[config.mk]
export PLATFORM = sky130hd
export DESIGN_NAME = hazard_unit
export DESIGN_NICKNAME = d
export VERILOG_FILES = /design/src/rtl/hazard_pkg.sv /design/src/rtl/hazard_unit_fwd_compare.sv /design/src/rtl/hazard_unit.sv
export SDC_FILE = /design/constraint.sdc
export NUM_CORES = 1
export LEC_CHECK = 0
export ABC_CLOCK_PERIOD_IN_PS = 3400
export BUFFER_PORTS_ARGS = -buffer_cell sky130_fd_sc_hd__clkbuf_2
export CORE_ASPECT_RATIO = 0.6
export CORE_UTILIZATION = 30
export DETAILED_ROUTE_END_ITERATION = 8
export GPL_ROUTABILITY_DRIVEN = 0
export SLEW_MARGIN = 10
export SYNTH_ARGS = -nofsm -noshare
export SYNTH_HDL_FRONTEND = slang
export SYNTH_HIERARCHICAL = 1
export SYNTH_SLANG_ARGS = --single-unit
[constraint.sdc]
create_clock -name clk -period 3.4 [get_ports clk]
set_clock_uncertainty 0.05 [all_clocks]
set_input_delay 0.68 -clock clk [delete_from_list [all_inputs] [get_ports clk]]
set_output_delay 0.68 -clock clk [all_outputs]
set_load 0.02 [all_outputs]
[src/rtl/hazard_pkg.sv]
// Shared types for the hazard/forwarding controller: forward selects,
// shadow-stage records and a saturating counter helper.
package hazard_pkg;

    // Widest register address a shadow record can carry; narrower AW values are zero-extended.
    localparam int REG_AW_MAX = 8;

    typedef logic [REG_AW_MAX-1:0] reg_addr_t;

    typedef enum logic [1:0] {
        FWD_RF  = 2'b00,
        FWD_WB  = 2'b01,
        FWD_MEM = 2'b10
    } fwd_sel_t;

    typedef struct packed {
        reg_addr_t ra1;
        reg_addr_t ra2;
        logic      use1;
        logic      use2;
        reg_addr_t wa;
        logic      regwrite;
        logic      memtoreg;
        logic      pcs;
    } stage_ctl_t;

    typedef struct packed {
        reg_addr_t wa;
        logic      regwrite;
        logic      pcs;
    } retire_ctl_t;

    function automatic logic [31:0] sat_inc(input logic [31:0] v, input int unsigned w);
        logic [32:0] maxv;
        maxv = (33'd1 << w) - 33'd1;
        return ({1'b0, v} == maxv) ? v : v + 32'd1;
    endfunction

endpackage

[src/rtl/hazard_unit_fwd_compare.sv]
// Forward-select for one E-stage source operand against the M and W shadows.
// The PC register is never forwarded; M wins over W.
module fwd_compare
    import hazard_pkg::*;
#(
    parameter int AW = 4
) (
    input  reg_addr_t ra,
    input  logic      rd_en,
    input  reg_addr_t wa_m,
    input  logic      regwrite_m,
    input  reg_addr_t wa_w,
    input  logic      regwrite_w,
    output fwd_sel_t  sel
);

    localparam reg_addr_t PC_REG = reg_addr_t'((1 << AW) - 1);

    always_comb begin
        sel = FWD_RF;
        if (rd_en && (ra != PC_REG)) begin
            if (regwrite_m && (wa_m == ra))
                sel = FWD_MEM;
            else if (regwrite_w && (wa_w == ra))
                sel = FWD_WB;
        end
    end

endmodule

[src/rtl/hazard_unit.sv]
// Hazard and forwarding controller for the F/D/E/M/W ARM pipeline: shadows the
// in-flight register usage and drives forwards, stalls, flushes and event counters.
module hazard_unit
    import hazard_pkg::*;
#(
    parameter int AW    = 4,
    parameter int CNT_W = 16
) (
    input  logic             clk,
    input  logic             reset,
    input  logic [AW-1:0]    ra1_d,
    input  logic [AW-1:0]    ra2_d,
    input  logic             use1_d,
    input  logic             use2_d,
    input  logic [AW-1:0]    wa_d,
    input  logic             regwrite_d,
    input  logic             memtoreg_d,
    input  logic             pcs_d,
    input  logic             branch_taken_e,
    output logic [1:0]       forward_a_e,
    output logic [1:0]       forward_b_e,
    output logic             stall_f,
    output logic             stall_d,
    output logic             flush_d,
    output logic             flush_e,
    output logic [CNT_W-1:0] stall_count,
    output logic [CNT_W-1:0] flush_count
);

    if (AW > REG_AW_MAX) begin : g_aw_check
        $error("hazard_unit: AW exceeds REG_AW_MAX");
    end

    stage_ctl_t  e_p0;
    retire_ctl_t m_p1;
    reg_addr_t   wa_w_p2;
    logic        regwrite_w_p2;

    reg_addr_t   ra1_dx, ra2_dx, wa_dx;
    stage_ctl_t  e_next;
    logic        ldstall, pcpend;
    fwd_sel_t    fwd_a, fwd_b;

    assign ra1_dx = reg_addr_t'(ra1_d);
    assign ra2_dx = reg_addr_t'(ra2_d);
    assign wa_dx  = reg_addr_t'(wa_d);

    // ---- D stage: hazard detection against the E shadow ----
    always_comb begin
        ldstall = e_p0.memtoreg &&
                  ((use1_d && (ra1_dx == e_p0.wa)) || (use2_d && (ra2_dx == e_p0.wa)));
        pcpend  = pcs_d | e_p0.pcs | m_p1.pcs;
        stall_d = ldstall & ~branch_taken_e;
        stall_f = (ldstall | pcpend) & ~branch_taken_e;
        flush_e = ldstall | branch_taken_e;
        flush_d = (pcpend | branch_taken_e) & ~stall_d;
    end

    // A flushed E slot keeps the D addresses but carries no control, so it can never match.
    always_comb begin
        e_next.ra1      = ra1_dx;
        e_next.ra2      = ra2_dx;
        e_next.wa       = wa_dx;
        e_next.use1     = use1_d     & ~flush_e;
        e_next.use2     = use2_d     & ~flush_e;
        e_next.regwrite = regwrite_d & ~flush_e;
        e_next.memtoreg = memtoreg_d & ~flush_e;
        e_next.pcs      = pcs_d      & ~flush_e;
    end

    // ---- E stage: operand forwarding selects ----
    fwd_compare #(.AW(AW)) u_fwd_a (
        .ra         (e_p0.ra1),
        .rd_en      (e_p0.use1),
        .wa_m       (m_p1.wa),
        .regwrite_m (m_p1.regwrite),
        .wa_w       (wa_w_p2),
        .regwrite_w (regwrite_w_p2),
        .sel        (fwd_a)
    );

    fwd_compare #(.AW(AW)) u_fwd_b (
        .ra         (e_p0.ra2),
        .rd_en      (e_p0.use2),
        .wa_m       (m_p1.wa),
        .regwrite_m (m_p1.regwrite),
        .wa_w       (wa_w_p2),
        .regwrite_w (regwrite_w_p2),
        .sel        (fwd_b)
    );

    assign forward_a_e = fwd_a;
    assign forward_b_e = fwd_b;

    // ---- shadow advance D->E->M->W; reset clears only the control bits ----
    always_ff @(posedge clk) begin
        e_p0          <= e_next;
        m_p1.wa       <= e_p0.wa;
        m_p1.regwrite <= e_p0.regwrite;
        m_p1.pcs      <= e_p0.pcs;
        wa_w_p2       <= m_p1.wa;
        regwrite_w_p2 <= m_p1.regwrite;
        if (reset) begin
            e_p0.use1     <= 1'b0;
            e_p0.use2     <= 1'b0;
            e_p0.regwrite <= 1'b0;
            e_p0.memtoreg <= 1'b0;
            e_p0.pcs      <= 1'b0;
            m_p1.regwrite <= 1'b0;
            m_p1.pcs      <= 1'b0;
            regwrite_w_p2 <= 1'b0;
        end
    end

    // ---- performance counters ----
    always_ff @(posedge clk) begin
        if (reset) begin
            stall_count <= '0;
            flush_count <= '0;
        end else begin
            if (stall_f)
                stall_count <= CNT_W'(sat_inc(32'(stall_count), CNT_W));
            if (flush_e | flush_d)
                flush_count <= CNT_W'(sat_inc(32'(flush_count), CNT_W));
        end
    end

endmodule

==> metrics <==
Hold WC Path Type=flip-flop to flip-flop; Synth Register Bits=60; TritonCTS clock tree=built; GRT busiest layer=met1; outcome=complete, no violations; Hold Vio Cnt, Final=0; number of DRC markers in iteration 0=134; Initial Util=0.312; clock root buffer=clkbuf_16; Least-Margin Pin Slew=0.848 ns; CP max FO=8; crit end category=output pin; largest net degree at the start of global routing=44; Routed Antenna Nets=0; Vias per Instance=4.45; Final Setup Violations=0; Reg-to-Reg End=flush_count[1]; worst hold start=e_p0[6]; CP Buf/Inv Count=3; total of warnings raised by yosys=6; kind of critical path=primary input to output pin; P_leak=1.52 nW; hold_ws=0.343 ns; Die Ht=78.0 um; worst reg2reg path depth=7; library cells used by synthesis=50; RSZ-0062 raised after global routing=false; # diodes=0; syn avg cell area=9.32 sq um; first-pass GRT wire length=11,000 um; Worst path top cell family by delay=simple AND/OR/NAND/NOR gates; post_cts resized=0; synthesis-to-finish area growth=31.4%; CTS clk-pin slew, worst paths=0.06 ns; initial antenna violation count=0; CTS Buf Count=9; sequential area share after synthesis=0.416; Overall Global Routing Usage=0.143; Die ar.=0.0100 sq mm; Arr. time, crit path=2.02 ns; Multi-input gate area=0.00176 sq mm; Worst IR Drop VDD=0.000235 V; Total Wirelength=6680 um; Skew-Pair Late Insertion Delay=0.33 ns; nets@finish=435; final setup TNS=0 ns; met3 layer usage reported by global route=0.0470; via count=2,441; Hold Path Sink=m_p1[5]; critical path startpoint category=primary input; Post-synth EDFFs=0; Slowest-stage cell, CP=or3_1; Clock Path Buffers=2; CP required=2.67 ns; Row Count=27; f_max=364 MHz; ys async rst share=0; PortBufs=59; CP dominant cell by count=clkbuf_2; Top Ports=60; Filler cells=943; DRC violations left=0; vias in the first global route=2,132; ys flop type=dfxtp_1; GR Layer Usage met2=0.180; Mapped Area=0.00289 sq mm; Seq. cell area=0.00120 sq mm; Core ar.=0.00926 sq mm; Cells after Synth=310; fin crit period=2.75 ns; first-pass detailed-route iteration total=4; fin crit share=0.808; layout cells sized above 1=0.222; Hold Path Depth=0; CTS H-tree lvls=3; Final HPWL DP=5080 um; P per Cell Area=500 mW/mm^2; Wirelength per Cell=12.2 um; FF-to-FF setup slack=1.11 ns; Worst slew margin=0.434; Hold Buf Count CTS=0; RR Startpoint=flush_count[0]; Die Wd=129 um; met1 Usage GRT=0.219; total gr overflow=0; maxcap violations=0; Worst path max stage delay=0.50 ns; clock sinks=60; Final Max Slew Viols=0; worst path cell trace=clkbuf_2 -> or3_1 -> and2_1 -> nor2_2 -> inv_1 -> clkbuf_2; post-CTS setup buffers=0
stage by stage:
step	worst slack (ns)	total power, mW	std cells	area [sq um]	utilization
2_1_floorplan	0.914	0.866	349	3040	-
3_3_place_gp	0.686	0.905	532	3460	0.374
3_5_place_dp	0.655	0.908	532	3460	0.374
5_1_grt	0.527	1.98	548	3790	0.410
6_report	0.653	1.90	548	3790	0.410
4_1_cts	0.649	1.92	548	3790	0.410
logic make-up after synthesis:
family | after synthesis | synth area share
buffers and inverters | 16 | 0.0247
AOI/OAI and AO/OA | 52 | 0.125
adders and majority gates | 2 | 0.00866
other | 1 | 0.00130
xor gates and xnor gates | 46 | 0.139
DFF | 60 | 0.416
muxes | 7 | 0.0277
and+or+nand+nor | 126 | 0.258
flip-flops by register name (all words and copies together) (netlist names):
| name | count |
|---|---|
| wa_w_p2 | 4 |
| regwrite_w_p2 | 1 |
| e_p0 | 17 |
| flush_count | 16 |
| stall_count | 16 |
| m_p1 | 6 |
per-layer routing:
| layer | wire length [um] | share of wire | vias up |
|---|---|---|---|
| li1 | - | - | 1290 |
| met1 | 3700 | 0.55 | 1099 |
| met2 | 2580 | 0.39 | 47 |
| met3 | 331 | 0.050 | 5 |
| met4 | 70 | 0.010 | 0 |
| met5 | 0 | 0 | - |
worst reg2reg max path, stage by stage, from the launching register on:
cell and delay [ns]:
dfxtp_1 0.43, ha_1 0.20, and3_4 0.22, nand3_4 0.12, or4_4 0.61, o21ai_2 0.23
mux2i_1 0.24, nor2_1 0.05
layout make-up:
type | count | area share
multi-input cells | 273 | 0.465
flip-flops and latches | 60 | 0.317
repair buffers | 60 | 0.0798
clock buffers | 9 | 0.0593
well taps | 130 | 0.0429
clock inverters | 7 | 0.0280
inverters | 9 | 0.00890
report_power, final:
part           switching, mW  internal [mW]  total, mW  leakage [nW]
combinational         0.0807         0.0620      0.143         0.860
clock                  0.351          0.655       1.01         0.163
sequential            0.0240          0.726      0.750         0.493
cells in the mapped netlist (3+ instances only):
cell type | n | area (sq um)
o31ai_1 | 4 | 30.0
clkbuf_1 | 5 | 18.8
o21ai_0 | 6 | 30.0
and2_1 | 6 | 37.5
a21oi_1 | 15 | 75.1
o21ai_1 | 13 | 65.1
nor2_1 | 21 | 78.8
nor2b_1 | 10 | 62.6
nor4_1 | 9 | 56.3
nor3_1 | 7 | 35.0
inv_1 | 9 | 33.8
nand4_1 | 9 | 56.3
or4_1 | 5 | 37.5
dfxtp_1 | 60 | 1200
nand3_1 | 20 | 100
xor2_1 | 14 | 123
o211ai_1 | 3 | 22.5
mux2_1 | 3 | 33.8
nand2_1 | 10 | 37.5
or3_1 | 12 | 75.1
xnor2_1 | 32 | 280
layout by cell type, fill, tap and decap left out, drive strengths merged, types with 5 or more instances in the layout:
cell | synthesis | final
or4 | 6 | 6
nand3 | 22 | 22
nor2b | 10 | 10
o21ai | 20 | 20
nor2 | 22 | 22
inv | 9 | 13
xnor2 | 32 | 32
mux2 | 5 | 5
or3 | 13 | 13
clkbuf | 5 | 68
xor2 | 14 | 14
conb | 1 | 40
nand2 | 11 | 11
and2 | 6 | 6
dfxtp | 60 | 60
nor4 | 9 | 9
nand4 | 10 | 10
a21oi | 15 | 15
nor3 | 9 | 9
worst max path at each step:
| stage | to | depth (start not counted) | slack, ns | start |
|---|---|---|---|---|
| after CTS | stall_f | 6 | 0.65 | pcs_d |
| after global routing | stall_f | 6 | 0.53 | pcs_d |
| final | stall_f | 6 | 0.65 | pcs_d |
| after global placement | stall_f | 6 | 0.69 | pcs_d |
| after floorplan | stall_f | 5 | 0.91 | pcs_d |
| after detailed placement | stall_f | 6 | 0.65 | pcs_d |
(Power assumes the default switching activity.)
